===== src/rtl/mips_cpu_writeback_if.sv =====
// rtl/mips_cpu_writeback_if.sv - producer/memory/register-file bundle for the write-back unit
interface mips_cpu_writeback_if;
  // execute stage: ALU result
  logic        alu_valid;
  logic [4:0]  alu_dest;
  logic [31:0] alu_result;

  // memory stage: load issue
  logic        load_valid;
  logic [4:0]  load_dest;
  logic [2:0]  load_op;
  logic [1:0]  load_offset;
  logic [31:0] load_merge;

  // memory read data return
  logic        mem_readdatavalid;
  logic [31:0] mem_readdata;

  // status back to the pipeline and hazard logic
  logic        stall;
  logic        pending_valid;
  logic [4:0]  pending_dest;

  // register-file write port
  logic        writeEnable;
  logic [4:0]  writeAddress;
  logic [31:0] dataIn;

  // pipeline/memory side that feeds the unit and observes it
  modport master (
    output alu_valid, alu_dest, alu_result,
    output load_valid, load_dest, load_op, load_offset, load_merge,
    output mem_readdatavalid, mem_readdata,
    input  stall, pending_valid, pending_dest,
    input  writeEnable, writeAddress, dataIn
  );

  // the write-back unit itself
  modport slave (
    input  alu_valid, alu_dest, alu_result,
    input  load_valid, load_dest, load_op, load_offset, load_merge,
    input  mem_readdatavalid, mem_readdata,
    output stall, pending_valid, pending_dest,
    output writeEnable, writeAddress, dataIn
  );
endinterface


===== src/rtl/mips_cpu_writeback.sv =====
// rtl/mips_cpu_writeback.sv - register-file write-back unit; LWL/LWR merge built when MIPS_CPU_WRITEBACK_UNALIGNED_EN is defined
module mips_cpu_writeback (
  input  logic                  clk,
  input  logic                  reset,
  mips_cpu_writeback_if.slave   bus
);

  typedef enum logic [0:0] {
    IDLE      = 1'b0,
    WAIT_LOAD = 1'b1
  } state_t;

  localparam logic [2:0] OP_LW  = 3'b000;
  localparam logic [2:0] OP_LB  = 3'b001;
  localparam logic [2:0] OP_LBU = 3'b010;
  localparam logic [2:0] OP_LH  = 3'b011;
  localparam logic [2:0] OP_LHU = 3'b100;
`ifdef MIPS_CPU_WRITEBACK_UNALIGNED_EN
  localparam logic [2:0] OP_LWL = 3'b101;
  localparam logic [2:0] OP_LWR = 3'b110;
`endif

  state_t      state_q, state_d;

  // fields of the single outstanding load
  logic [4:0]  cap_dest_q, cap_dest_d;
  logic [2:0]  cap_op_q,   cap_op_d;
  logic [1:0]  cap_off_q,  cap_off_d;
`ifdef MIPS_CPU_WRITEBACK_UNALIGNED_EN
  logic [31:0] cap_merge_q, cap_merge_d;
`endif

  // register-file write port registers
  logic        we_q,    we_d;
  logic [4:0]  waddr_q, waddr_d;
  logic [31:0] wdata_q, wdata_d;

  logic        alu_accept;
  logic        load_accept;
  logic        load_done;
  logic [31:0] load_data;

  // Extracts the addressed byte/halfword from the aligned word and extends it;
  // the unaligned-word ops splice memory bytes into the old register value.
`ifdef MIPS_CPU_WRITEBACK_UNALIGNED_EN
  function automatic logic [31:0] fmt_load(input logic [2:0]  op,
                                           input logic [1:0]  off,
                                           input logic [31:0] d,
                                           input logic [31:0] merge);
    logic [4:0]  lo_sh;
    logic [4:0]  hi_sh;
    logic [7:0]  b;
    logic [15:0] h;
    logic [31:0] r;
    lo_sh = {off, 3'b000};
    hi_sh = {2'd3 - off, 3'b000};
    b     = 8'(d >> lo_sh);
    h     = off[1] ? d[31:16] : d[15:0];
    case (op)
      OP_LB:   r = {{24{b[7]}}, b};
      OP_LBU:  r = {24'b0, b};
      OP_LH:   r = {{16{h[15]}}, h};
      OP_LHU:  r = {16'b0, h};
      // memory supplies the upper bytes, register keeps the low 8*(3-b) bits
      OP_LWL:  r = (d << hi_sh) | (merge & ((32'd1 << hi_sh) - 32'd1));
      // memory supplies the lower bytes, register keeps the high 8*b bits
      OP_LWR:  r = (d >> lo_sh) | (merge & ~(32'hFFFF_FFFF >> lo_sh));
      default: r = d;
    endcase
    return r;
  endfunction
`else
  function automatic logic [31:0] fmt_load(input logic [2:0]  op,
                                           input logic [1:0]  off,
                                           input logic [31:0] d);
    logic [4:0]  lo_sh;
    logic [7:0]  b;
    logic [15:0] h;
    logic [31:0] r;
    lo_sh = {off, 3'b000};
    b     = 8'(d >> lo_sh);
    h     = off[1] ? d[31:16] : d[15:0];
    case (op)
      OP_LB:   r = {{24{b[7]}}, b};
      OP_LBU:  r = {24'b0, b};
      OP_LH:   r = {{16{h[15]}}, h};
      OP_LHU:  r = {16'b0, h};
      // LW, 111, and the unaligned ops all return the word unchanged
      default: r = d;
    endcase
    return r;
  endfunction
`endif

  // Handshake qualifiers: inputs are only looked at in the state that uses them
  always_comb begin
    alu_accept  = (state_q == IDLE) && bus.alu_valid;
    load_accept = (state_q == IDLE) && bus.load_valid;
    load_done   = (state_q == WAIT_LOAD) && bus.mem_readdatavalid;
`ifdef MIPS_CPU_WRITEBACK_UNALIGNED_EN
    load_data   = fmt_load(cap_op_q, cap_off_q, bus.mem_readdata, cap_merge_q);
`else
    load_data   = fmt_load(cap_op_q, cap_off_q, bus.mem_readdata);
`endif
  end

  // FSM state register
  always_ff @(posedge clk) begin
    if (reset) begin
      state_q <= IDLE;
    end else begin
      state_q <= state_d;
    end
  end

  // FSM next state: one load in flight, released by the memory data strobe
  always_comb begin
    state_d = state_q;
    case (state_q)
      IDLE:      if (bus.load_valid)        state_d = WAIT_LOAD;
      WAIT_LOAD: if (bus.mem_readdatavalid) state_d = IDLE;
      default:   state_d = IDLE;
    endcase
  end

  // FSM outputs: status derived from registered state, so it is glitch-free
  always_comb begin
    bus.stall         = 1'b0;
    bus.pending_valid = 1'b0;
    bus.pending_dest  = 5'd0;
    if (state_q == WAIT_LOAD) begin
      bus.stall         = 1'b1;
      bus.pending_valid = 1'b1;
      bus.pending_dest  = cap_dest_q;
    end
  end

  // Capture next-state: the load's fields are latched only when it is accepted
  always_comb begin
    cap_dest_d  = cap_dest_q;
    cap_op_d    = cap_op_q;
    cap_off_d   = cap_off_q;
`ifdef MIPS_CPU_WRITEBACK_UNALIGNED_EN
    cap_merge_d = cap_merge_q;
`endif
    if (load_accept) begin
      cap_dest_d  = bus.load_dest;
      cap_op_d    = bus.load_op;
      cap_off_d   = bus.load_offset;
`ifdef MIPS_CPU_WRITEBACK_UNALIGNED_EN
      cap_merge_d = bus.load_merge;
`endif
    end
  end

  // Capture registers
  always_ff @(posedge clk) begin
    if (reset) begin
      cap_dest_q  <= 5'd0;
      cap_op_q    <= 3'd0;
      cap_off_q   <= 2'd0;
`ifdef MIPS_CPU_WRITEBACK_UNALIGNED_EN
      cap_merge_q <= 32'd0;
`endif
    end else begin
      cap_dest_q  <= cap_dest_d;
      cap_op_q    <= cap_op_d;
      cap_off_q   <= cap_off_d;
`ifdef MIPS_CPU_WRITEBACK_UNALIGNED_EN
      cap_merge_q <= cap_merge_d;
`endif
    end
  end

  // Write-port next-state: ALU and load commits live in different states so
  // they never collide; writes to $0 are dropped and the port keeps its values
  always_comb begin
    we_d    = 1'b0;
    waddr_d = waddr_q;
    wdata_d = wdata_q;
    if (alu_accept && (bus.alu_dest != 5'd0)) begin
      we_d    = 1'b1;
      waddr_d = bus.alu_dest;
      wdata_d = bus.alu_result;
    end else if (load_done && (cap_dest_q != 5'd0)) begin
      we_d    = 1'b1;
      waddr_d = cap_dest_q;
      wdata_d = load_data;
    end
  end

  // Write-port registers; reset wins over a data strobe in the same cycle
  always_ff @(posedge clk) begin
    if (reset) begin
      we_q    <= 1'b0;
      waddr_q <= 5'd0;
      wdata_q <= 32'd0;
    end else begin
      we_q    <= we_d;
      waddr_q <= waddr_d;
      wdata_q <= wdata_d;
    end
  end

  // Register-file port drive
  always_comb begin
    bus.writeEnable  = we_q;
    bus.writeAddress = waddr_q;
    bus.dataIn       = wdata_q;
  end

endmodule


===== src/flat_wrapper.sv =====
// flat-port wrapper written by rule: the top's interface ports become plain ports
module mips_cpu_writeback_flat 
  (clk, reset, bus_alu_valid, bus_alu_dest, bus_alu_result, bus_load_valid, bus_load_dest, bus_load_op, bus_load_offset, bus_load_merge, bus_mem_readdatavalid, bus_mem_readdata, bus_stall, bus_pending_valid, bus_pending_dest, bus_writeEnable, bus_writeAddress, bus_dataIn);
  mips_cpu_writeback_if bus_i ();
  input  logic clk;
  input  logic reset;
  input wire logic [$bits(bus_i.alu_valid)-1:0] bus_alu_valid;
  input wire logic [$bits(bus_i.alu_dest)-1:0] bus_alu_dest;
  input wire logic [$bits(bus_i.alu_result)-1:0] bus_alu_result;
  input wire logic [$bits(bus_i.load_valid)-1:0] bus_load_valid;
  input wire logic [$bits(bus_i.load_dest)-1:0] bus_load_dest;
  input wire logic [$bits(bus_i.load_op)-1:0] bus_load_op;
  input wire logic [$bits(bus_i.load_offset)-1:0] bus_load_offset;
  input wire logic [$bits(bus_i.load_merge)-1:0] bus_load_merge;
  input wire logic [$bits(bus_i.mem_readdatavalid)-1:0] bus_mem_readdatavalid;
  input wire logic [$bits(bus_i.mem_readdata)-1:0] bus_mem_readdata;
  output wire logic [$bits(bus_i.stall)-1:0] bus_stall;
  output wire logic [$bits(bus_i.pending_valid)-1:0] bus_pending_valid;
  output wire logic [$bits(bus_i.pending_dest)-1:0] bus_pending_dest;
  output wire logic [$bits(bus_i.writeEnable)-1:0] bus_writeEnable;
  output wire logic [$bits(bus_i.writeAddress)-1:0] bus_writeAddress;
  output wire logic [$bits(bus_i.dataIn)-1:0] bus_dataIn;
  assign bus_i.alu_valid = bus_alu_valid;
  assign bus_i.alu_dest = bus_alu_dest;
  assign bus_i.alu_result = bus_alu_result;
  assign bus_i.load_valid = bus_load_valid;
  assign bus_i.load_dest = bus_load_dest;
  assign bus_i.load_op = bus_load_op;
  assign bus_i.load_offset = bus_load_offset;
  assign bus_i.load_merge = bus_load_merge;
  assign bus_i.mem_readdatavalid = bus_mem_readdatavalid;
  assign bus_i.mem_readdata = bus_mem_readdata;
  assign bus_stall = bus_i.stall;
  assign bus_pending_valid = bus_i.pending_valid;
  assign bus_pending_dest = bus_i.pending_dest;
  assign bus_writeEnable = bus_i.writeEnable;
  assign bus_writeAddress = bus_i.writeAddress;
  assign bus_dataIn = bus_i.dataIn;
  mips_cpu_writeback u_core (.clk(clk), .reset(reset), .bus(bus_i));
endmodule

===== config.mk =====
export PLATFORM = sky130hd
export DESIGN_NAME = mips_cpu_writeback_flat
export DESIGN_NICKNAME = d
export VERILOG_FILES = /design/src/rtl/mips_cpu_writeback_if.sv /design/src/rtl/mips_cpu_writeback.sv /design/src/flat_wrapper.sv
export SDC_FILE = /design/constraint.sdc
export NUM_CORES = 1
export LEC_CHECK = 0
export CAP_MARGIN = 30
export CORE_ASPECT_RATIO = 1.25
export CORE_MARGIN = 2
export CORE_UTILIZATION = 35
export DETAILED_ROUTE_END_ITERATION = 8
export GPL_ROUTABILITY_DRIVEN = 0
export PLACE_DENSITY = 0.82
export SLEW_MARGIN = 20
export SYNTH_ARGS = -nofsm -noshare
export SYNTH_HDL_FRONTEND = slang
export SYNTH_SLANG_ARGS = --single-unit

===== constraint.sdc =====
create_clock -name clk -period 4.44 [get_ports clk]
set_input_delay 0.888 -clock clk [delete_from_list [all_inputs] [get_ports clk]]
set_output_delay 0.888 -clock clk [all_outputs]
set_load 0.005 [all_outputs]

# Word-level counts from Yosys, hierarchy flattened
# Cells that the tools add are included.
# classes
shifts,1
n_mux,13
n_reduce_logical,8
eq_ne,4
n_bitwise,1
# op_table
cell,count
32-bit case mux with 4 select lines,1
32-bit 2-to-1 mux,2
32-bit by 5-bit right shift with 8-bit output,1
16-bit 2-to-1 mux,1
5-bit 2-to-1 mux,3
5-bit nonzero test,2
3-bit by 2-bit == test with 1-bit output (second input constant),2
1-bit logical AND,5
1-bit 2-to-1 mux,5
3-bit by 1-bit == test with 1-bit output (second input constant),1
3-bit == test (second input constant),1
1-bit case mux with 2 select lines,1
2-bit nonzero test,1
1-bit NOT,1
# word_totals
reg_bits,49
input_bits,116

# Logic depth before layout (Yosys ltp)
# Gate-level depths: netlist of run 1.
# depth
ltp_word,4
depth_mapped,7
depth_no_buf,4

# Least setup slack after synthesis of run 1
# OpenSTA, ideal clock, no wires.
# synth_path
path_kind,input to register
start,input port bus_alu_dest[0]
end,"register u_core.wdata_q[3], in the netlist u_core.bus.dataIn[3]"
cell_stages,7
slack_ns,1.898
arrival_ns,2.409
setup_ns,0.132
path_cell_list,or4_4 buf_6 o21a_1 buf_2 buf_2 o32ai_1 a31oi_1
# synth_via
elab_chain_len,3
# synth_lines
element,line_no,rtl
from (decl),flat_wrapper.sv:8,input wire logic [$bits(bus_i.alu_dest)-1:0] bus_alu_dest;
5-bit nonzero test *,mips_cpu_writeback.sv:181,if (alu_accept && (bus.alu_dest != 5'd0)) begin
1-bit logical AND *,mips_cpu_writeback.sv:181,
32-bit 2-to-1 mux / 2-bit nonzero test (equally long branches),--,
to (signal assigned),mips_cpu_writeback.sv:201,wdata_q <= wdata_d;
to (decl),mips_cpu_writeback.sv:36,"logic [31:0] wdata_q, wdata_d;"
# Mark *: on every way between the ends. The rest lies on a longest branch, timed or not.
# A chain may end at the register's enable or synchronous reset.

# Worst setup path after layout of run 1
# layout_path
start,input port bus_alu_dest[0]
end,"register u_core.wdata_q[22], in the netlist u_core.bus.dataIn[22]"
# Same word-level chain as after synthesis.

==> impl_results.md, run 1 <==
* Largest fanout on the critical path at 34
* Tightest Hold Check Type: reg2reg
* Initial Util at 36.03%
* Residual DRC at 0
* Period Utilization, post-route at 75.30%
* Largest net degree at the start of global routing at 59
* Commonest cells in the netlist: dfxtp_1 (49), a21oi_1 (37), inv_1 (34)
* Die area at 0.009241 sq mm
* Root buffer cell: clkbuf_8
* Lkg Pwr at 1.507 nW
* Area growth syn-to-layout at 46.99%
* FF+latch area at 980.9 sq um
* Max incr delay on CP at 0.62 ns
* TritonCTS Buffers at 5
* PortBufs at 128
* CP endpoint kind: flop
* Synth area leaders: dfxtp_1 (33%), o32ai_1 (9.4%), a2111oi_0 (7.1%), a21oi_1 (6.2%), mux4_2 (6.1%)
* Post-synthesis cell type count at 38
* WS Path Type: in2reg
* Routed WL at 10,120 um
* CTS Sinks at 49
* Routed vias at 3,302
* Post-CTS sizing at 0
* Crit path max-delay cell type: or4_4
* Pre-Repair DR Iteration Count at 5
* Most numerous cell in the Yosys netlist: dfxtp_1
* Max Cap Viol at 0
* Routed WL per cell at 18.17 um
* Core ar. at 0.008240 sq mm
* Footprint of the multi-input gates at 0.001699 sq mm
* Maximum clock path buffer count at 2
* Fin Setup TNS at 0 ns
* Share of cells above drive strength 1 at 6.522%
* Unrepaired setup endpoints after global routing: no
* First-pass GRT wire length at 16,020 um
* Placed inst area at 0.004248 sq mm
* Total gr overflow at 0
* Cts hold-fix bufs at 0
* Die span in y at 107.0 um
* Final setup violation count at 0
* Total setup buffers inserted after CTS at 0
* Worst-path cell chain: clkdlybuf4s50_1, or4_4, o21a_2, buf_4, or3_1, o32ai_1
* Fillers at 781
* Number of DRC markers in iteration 0 at 222
* Post-synth EDFFs at 0
* Hpwl dp at 7616 um
* Syn Std Cell Area at 0.002969 sq mm
* Async S/R FF share, synth at 0%
* Max VDD drop at 0.1227 mV
* Htree depth at 2
* #FFs+latches synth at 49
* Synth Warn # at 0
* Clock Latency Late Sink at 0.31 ns
* Diode count at 0
* Mean post-synth cell area at 8.340 sq um
* Critical Path Start Type: input pin
* CTS tree: yes
* Minimum clock period at 3.343 ns
* Fin util at 52.96%
* Num rows at 37
* Die X at 86.38 um
* Post-route cell area at 0.004364 sq mm
* Layout Skew at 0.01297 ns
* Critical Path AT at 3.55 ns
* Critical Path RT at 4.65 ns
* Area leader, netlist: dfxtp_1
* ANT nets after route at 0
* Number of global-route vias before repair at 3,167
* Fin. max-slew vios at 0
* Post-Syn Nets at 472
* Boundary pin count at 161
* Worst relative slew slack at 36.39%
* Gr usage total at 21.43%
* Final #Nets at 575
* Fmax at 299.1 MHz
* Post-Syn Instances at 356
* Worst-path clk slew at 0.10 ns
* Vias per std cell at 5.928
* Final hold vios at 0
* Post-synthesis sequential area ratio at 33.04%
* Post-synth top flop: dfxtp_1
* Worst-Margin Slew at 0.9506 ns
* Status: finished, final reports clean
* Antenna violations before repair at 0
* Power per cell area at 259.2 mW/mm^2
* Yosys top cell area share at 33.04%
metrics by stage:
stage / total power [mW] / hold slack (ns) / cells / setup WS, ns
floorplan: 0.6704 / 0.4505 / 356 / 1.898
global placement: 0.8449 / 0.4446 / 547 / 0.8504
detailed placement: 0.8559 / 0.4472 / 548 / 0.7723
CTS: 1.135 / 0.4693 / 556 / 1.072
global route: 1.197 / 0.4894 / 557 / 0.9533
finish: 1.131 / 0.4664 / 557 / 1.097
path summary, 6_finish.rpt:
check	cells after the start	slack, ns	endpoint	from
setup / recovery	6	1.10	u_core.bus.dataIn[22]	bus_alu_dest[0]
setup reg to reg	4	1.74	u_core.bus.dataIn[12]	u_core.cap_off_q[1]
hold / removal	2	0.47	u_core.bus.dataIn[31]	u_core.bus.dataIn[31]
hold reg to reg	2	0.47	u_core.bus.dataIn[31]	u_core.bus.dataIn[31]
final cells by class:
cell class / instances / share of cell area (%)
Clock buffer: 6 / 1.892
Clock inverter: 2 / 0.3154
Sequential cell: 49 / 22.48
Timing Repair Buffer: 135 / 30.68
Multi-Input combinational cell: 234 / 38.93
Inverter: 34 / 2.924
Tap cell: 97 / 2.781
flip-flops by register name (all words and copies together) (netlist names):
signal                   cells
u_core.state_q               1
u_core.cap_off_q             2
u_core.bus.writeAddress      5
u_core.bus.writeEnable       1
u_core.bus.dataIn           32
u_core.cap_op_q              3
u_core.cap_dest_q            5
kinds of logic after synthesis:
kind of cell,Yosys count,synth area share [%]
AOI/OAI and AO/OA,143,35.86
and+or+nand+nor,80,13.95
muxes,9,6.405
buffers and inverters,73,10.16
DFF,49,33.04
xor gates and xnor gates,2,0.5901
routing by layer:
metal / vias up / part of all wire, % / global-route usage (%)
met5: - / 0 / 0
met4: 0 / 2.5 / 7.366
met3: 21 / 6.8 / 3.233
met2: 150 / 51 / 37.91
met1: 1559 / 40 / 26.13
li1: 1572 / - / -
critical path: cells and delay by family:
family          cells  cell delay (ns)
compound gates      2             0.66
buf+inv             2             0.75
simple gates        2             1.24
where the power goes:
part,internal [mW],switching (mW)
logic,0.193,0.154
clock network,0.127,0.155
registers,0.475,0.0277
total,0.795,0.336
cell usage in the layout (no fill, tap or decap), types with 6 or more instances in the layout:
cell type and n:
a31oi_1 8, o211ai_1 8, nand2b_1 10, clkbuf_8 6, dfxtp_1 49, clkdlybuf4s50_1 127, nand2_1 31, a211oi_1 18
a21oi_1 36, nor2_1 7, o211a_1 8, nand3_1 8, a2111oi_0 24, o32ai_1 32, and3_1 8, mux4_2 8
inv_1 34
(Power assumes the default switching activity.)
==> inputs of run 2 (changes only) <==
--- a/config.mk
+++ b/config.mk
@@ -11,7 +11,7 @@
 export CORE_UTILIZATION = 35
 export DETAILED_ROUTE_END_ITERATION = 8
 export GPL_ROUTABILITY_DRIVEN = 0
-export PLACE_DENSITY = 0.82
+export PLACE_DENSITY = 0.85
 export SLEW_MARGIN = 20
 export SYNTH_ARGS = -nofsm -noshare
 export SYNTH_HDL_FRONTEND = slang
==> constraint.sdc (replaced) <==
create_clock -name clk -period 2.9 [get_ports clk]
set_input_delay 0.58 -clock clk [delete_from_list [all_inputs] [get_ports clk]]
set_output_delay 0.58 -clock clk [all_outputs]
set_load 0.005 [all_outputs]
==> run 2 against run 1 <==
  * Largest power group unchanged
  * Highest routed layer unchanged
  * Largest cell class unchanged
  * Design area is 3.2% higher
  * Sequential power grew 52%
  * Sequential cell count unchanged
==> impl_results.md, run 2 (synthesis results as in run 1) <==
* Worst-path cell chain: clkdlybuf4s50_1, or4_4, o21a_2, buf_4, a2111oi_0, o32ai_1
* Worst relative slew slack at 39.70% (+3.3 points)
* Status: finished, final reports clean
* CTS Sinks at 49 (unchanged)
* Fmax at 358.0 MHz
* Layout Skew at 0.01352 ns (+0.0005500 ns)
* Worst R2R Path Depth at 6 (+2)
* Worst reg2reg startpoint: u_core.cap_op_q[0]
* Max FFs per register at 32 (unchanged)
* Number of DRC markers in iteration 0 at 337 (+52%)
* Post-CTS sizing at 0 (unchanged)
* Final setup violation count at 0 (unchanged)
* Pre-Repair DR Iteration Count at 5 (unchanged)
* First-pass GRT wire length at 16,080 um (+0.35%)
* Critical Path RT at 3.06 ns (-1.59 ns)
* Max incr delay on CP at 0.68 ns (+0.06 ns)
* Htree depth at 2 (unchanged)
* CTS tree: yes
* Worst-Margin Slew at 0.9011 ns (-0.04946 ns)
* PortBufs at 128 (unchanged)
* Commonest non-fill, non-tap cell in the layout: clkdlybuf4s50_1
* Die span in y at 107.0 um (unchanged)
* Post-route cell area at 0.004503 sq mm (+3.2%)
* Crit. Startpoint: bus_alu_dest[0]
* Unrepaired setup endpoints after global routing: no
* Largest net degree at the start of global routing at 35 (-41%)
* Vias per std cell at 5.845 (-1.4%)
* Setup slack, reg-to-reg at 0.48 ns (-1.26 ns)
* Routed WL per cell at 17.77 um (-2.2%)
* CP endpoint kind: flop
* Worst path bufs/invs at 2 (unchanged)
* Final hold vios at 0 (unchanged)
* Final #Nets at 593 (+3.1%)
* Hpwl dp at 7959 um (+4.5%)
* Crit path capture: u_core.bus.dataIn[30]
* Minimum clock period at 2.793 ns
* Critical Path AT at 2.96 ns (-0.59 ns)
* Largest fanout on the critical path at 18 (-47%)
* Area growth syn-to-layout at 51.66%
* Number of global-route vias before repair at 3,206 (+1.2%)
* Top Family by Delay on Critical Path: compound AO/OA/AOI/OAI gates
* Routed vias at 3,361 (+1.8%)
* Antenna violations before repair at 0 (unchanged)
* Fin. max-slew vios at 0 (unchanged)
* Diode count at 0 (unchanged)
* Residual DRC at 0 (unchanged)
* Clock Latency Late Sink at 0.32 ns (about the same)
* Worst hold slack at 0.4694 ns (+0.002931 ns)
* Total gr overflow at 0 (unchanged)
* Max Cap Viol at 0 (unchanged)
* Max VDD drop at 0.2623 mV (+110%)
* R2r endpoint: u_core.bus.dataIn[12]
* Period Utilization, post-route at 96.31%
* Share of cells above drive strength 1 at 10.25% (+3.7 points)
* Root buffer cell: clkbuf_8
* Routed WL at 10,220 um (+0.95%)
* Most frequent cells in the layout: clkdlybuf4s50_1 (127), dfxtp_1 (49), a21oi_1 (36)
* ANT nets after route at 0 (unchanged)
* Boundary pin count at 161 (unchanged)
* Critical Path Start Type: input pin
* Num rows at 37 (unchanged)
* Gr usage total at 21.75% (+0.32 points)
* Crit path depth at 6 (unchanged)
* Initial Util at 36.03% (unchanged)
* Total setup buffers inserted after CTS at 0 (unchanged)
* Die X at 86.38 um (unchanged)
* Crit path max-delay cell type: a2111oi_0
* TritonCTS Buffers at 5 (unchanged)
* Lkg Pwr at 1.599 nW (+6.1%)
* Die area at 0.009241 sq mm (unchanged)
* Worst-path clk slew at 0.10 ns (about the same)
* Cts hold-fix bufs at 0 (unchanged)
* Maximum clock path buffer count at 2 (unchanged)
* Placed inst area at 0.004393 sq mm (+3.4%)
* Tightest Hold Check Type: reg2reg
* WS Path Type: in2reg
* Core ar. at 0.008240 sq mm (unchanged)
* Power per cell area at 394.9 mW/mm^2 (+52%)
## run 2: how the worst min path moves through the flow
stage / slack [ns] / end / depth (start not counted) / start
global route: 0.48 / u_core.bus.dataIn[28] / 2 / u_core.bus.dataIn[28]
detailed placement: 0.45 / u_core.bus.dataIn[21] / 2 / u_core.bus.dataIn[21]
global placement: 0.44 / u_core.bus.dataIn[25] / 2 / u_core.bus.dataIn[25]
floorplan: 0.45 / u_core.bus.dataIn[16] / 2 / u_core.bus.dataIn[16]
finish: 0.47 / u_core.bus.dataIn[31] / 2 / u_core.bus.dataIn[31]
CTS: 0.47 / u_core.bus.dataIn[31] / 2 / u_core.bus.dataIn[31]
## run 2: worst register-to-register path, delay by kind of cell, from the launching register on
kind	cells	cell delay [ns]
buffers and inverters	2	0.43
XOR/XNOR	1	0.43
AO/OA/AOI/OAI	3	0.97
flip-flops	1	0.46
## run 2: layer usage
layer	up-vias	share of wire (%)	track usage [%]
met5	-	0	0
met4	0	4.4	11.05
met3	38	6.5	3.464
met2	171	50	36.87
met1	1550	39	26.28
li1	1602	-	-
## run 2: power by group
group | internal, mW | total [mW] | switching (mW)
Clock | 0.180 | 0.444 | 0.264
Combinational | 0.320 | 0.569 | 0.249
Sequential | 0.727 | 0.765 | 0.0373
Total | 1.23 | 1.78 | 0.551
## run 2: area by class of cell
class / instances / area [sq um]
fillers: 750 / 3737
clock inverters: 3 / 33.78
well taps: 97 / 121.4
repair buffers: 153 / 1464
flip-flops and latches: 49 / 980.9
inverters: 34 / 127.6
multi-input cells: 234 / 1707
clock buffers: 5 / 68.82
## run 2: through the flow
| step | worst slack [ns] | std cells | TNS [ns] | total power, mW | utilization [%] |
|---|---|---|---|---|---|
| after CTS | 0.1879 | 575 | 0 | 1.779 | 54.56 |
| after floorplan | 0.6664 | 356 | 0 | 1.026 | - |
| final | 0.1069 | 575 | 0 | 1.778 | 54.65 |
| after global placement | -0.06582 | 567 | -0.07331 | 1.324 | 53.31 |
| after global routing | 0.04532 | 575 | 0 | 1.868 | 54.65 |
| after detailed placement | -0.1481 | 567 | -0.2396 | 1.342 | 53.31 |
==> inputs of run 3 (changes only) <==
--- a/config.mk
+++ b/config.mk
@@ -8,10 +8,10 @@
 export CAP_MARGIN = 30
 export CORE_ASPECT_RATIO = 1.25
 export CORE_MARGIN = 2
-export CORE_UTILIZATION = 35
+export CORE_UTILIZATION = 36
 export DETAILED_ROUTE_END_ITERATION = 8
 export GPL_ROUTABILITY_DRIVEN = 0
-export PLACE_DENSITY = 0.85
+export PLACE_DENSITY = 0.87
 export SLEW_MARGIN = 20
 export SYNTH_ARGS = -nofsm -noshare
 export SYNTH_HDL_FRONTEND = slang
==> run 3 against run 2 <==
  * Count of clock-buffer cells in the layout up 1
  * Combinational power about the same
  * Sequential cell count unchanged
  * Sequential power about the same
  * Largest cell class unchanged
  * Largest power group unchanged
  * Highest routed layer unchanged
==> impl_results.md, run 3 (synthesis results as in run 1) <==
* Worst reg2reg startpoint: u_core.cap_op_q[0]
* Critical Path RT at 3.09 ns (+0.03 ns)
* Routed WL at 9976 um (-2.3%)
* Minimum clock period at 2.688 ns (-0.1048 ns)
* Hold Crit Depth at 2 (unchanged)
* Core ar. at 0.008102 sq mm (-1.7%)
* Post-CTS sizing at 0 (unchanged)
* Power per cell area at 391.4 mW/mm^2 (-0.88%)
* Final setup violation count at 0 (unchanged)
* Diode count at 0 (unchanged)
* Vias per std cell at 5.852 (+0.12%)
* Hpwl dp at 7881 um (-0.98%)
* WL met3 at 661 um (-0.90%)
* Critical Path AT at 2.88 ns (-0.08 ns)
* Worst-path clk slew at 0.09 ns (about the same)
* Total gr overflow at 0 (unchanged)
* Share of cells above drive strength 1 at 10.04% (-0.21 points)
* Routed wl met2 at 5033 um (-2.0%)
* Initial Util at 36.65% (+0.62 points)
* Status: finished, final reports clean
* Root buffer cell: clkbuf_8
* Final total power at 1.756 mW (-1.2%)
* Worst hold slack at 0.4648 ns (-0.004537 ns)
* Tightest Hold Check Type: reg2reg
* Cts hold-fix bufs at 0 (unchanged)
* Gr usage total at 21.63% (-0.12 points)
* Fmax at 372.0 MHz (+3.9%)
* Period Utilization, post-route at 92.70% (-3.6 points)
* CTS Sinks at 49 (unchanged)
* Number of DRC markers in iteration 0 at 217 (-36%)
* Die span in y at 105.5 um (-1.3%)
* Maximum clock path buffer count at 2 (unchanged)
* Worst R2R Path Depth at 6 (unchanged)
* Max FFs per register at 32 (unchanged)
* Max Cap Viol at 0 (unchanged)
* Worst relative slew slack at 45.87% (+6.2 points)
* Routed WL per cell at 17.35 um (-2.3%)
* Largest fanout on the critical path at 19 (+1)
* Number of global-route vias before repair at 3,351 (+4.5%)
* Pre-Repair DR Iteration Count at 5 (unchanged)
* Layout Skew at 0.008071 ns (-0.005448 ns)
* Residual DRC at 0 (unchanged)
* Boundary pin count at 161 (unchanged)
* TritonCTS Buffers at 5 (unchanged)
* Worst-Margin Slew at 0.8090 ns (-0.09211 ns)
* Die area at 0.008995 sq mm (-2.7%)
* Num rows at 37 (unchanged)
* Fin. max-slew vios at 0 (unchanged)
* Lkg Pwr at 1.592 nW (-0.44%)
* Metal-1 WL at 3820 um (-3.6%)
* Clock Latency Late Sink at 0.30 ns (-0.02 ns)
* Final hold vios at 0 (unchanged)
* Die X at 85.23 um (-1.3%)
* Unrepaired setup endpoints after global routing: no
* Min-delay src: u_core.bus.dataIn[28]
* Antenna violations before repair at 0 (unchanged)
* Htree depth at 2 (unchanged)
* First-pass GRT wire length at 15,890 um (-1.2%)
* Routed vias at 3,365 (+0.12%)
* Largest net degree at the start of global routing at 39 (+11%)
* Final #Nets at 593 (unchanged)
* WS Path Type: in2reg
* CTS tree: yes
* ANT nets after route at 0 (unchanged)
* Crit. Startpoint: bus_alu_dest[0]
* Commonest non-fill, non-tap cell in the layout: clkdlybuf4s50_1
* Total setup buffers inserted after CTS at 0 (unchanged)
* Area growth syn-to-layout at 51.12%
* PortBufs at 128 (unchanged)
* Critical Path Start Type: input pin
* Most frequent cells in the layout: clkdlybuf4s50_1 (127), dfxtp_1 (49), a21oi_1 (36)
* Max VDD drop at 0.2765 mV (+5.4%)
* Uppermost layer routed: met4
* CP endpoint kind: flop
[run 3: where the power goes]
part           internal [mW]  switching [mW]
Sequential             0.727          0.0366
Combinational          0.319           0.247
Clock                  0.194           0.232
Total                   1.24           0.516
[run 3: final timing paths]
check | slack, ns | end
setup reg to reg | 0.45 | u_core.bus.dataIn[8]
setup / recovery | 0.21 | u_core.bus.dataIn[8]
hold / removal | 0.46 | u_core.bus.dataIn[28]
hold reg to reg | 0.46 | u_core.bus.dataIn[28]
[run 3: area by class of cell]
class	count	area, sq um
well taps	97	121.4
repair buffers	153	1461
fillers	716	3615
multi-input cells	234	1699
inverters	34	127.6
flip-flops and latches	49	980.9
clock buffers	6	82.58
clock inverters	2	13.76
[run 3: critical path, stage by stage]
cell and delay (ns):
clkdlybuf4s50_1 0.42, or4_4 0.55, o21a_2 0.34, a2111oi_0 0.69
buf_4 0.22, o32ai_1 0.08
[run 3: stage by stage]
| step | utilization (%) | setup TNS, ns | worst slack [ns] | instance area, sq um | cells |
|---|---|---|---|---|---|
| 2_1_floorplan | - | 0 | 0.6664 | 2969 | 356 |
| 3_3_place_gp | 54.13 | -0.1652 | -0.1652 | 4385 | 566 |
| 3_5_place_dp | 54.19 | -0.1398 | -0.1398 | 4390 | 567 |
| 4_1_cts | 55.38 | 0 | 0.1814 | 4487 | 575 |
| 5_1_grt | 55.38 | 0 | 0.1375 | 4487 | 575 |
| 6_report | 55.38 | 0 | 0.2117 | 4487 | 575 |
[run 3: per-layer routing]
layer / vias to the layer above / track usage (%)
li1: 1613 / -
met1: 1553 / 25.32
met2: 156 / 37.61
met3: 43 / 4.072
met4: 0 / 10.09
met5: - / 0
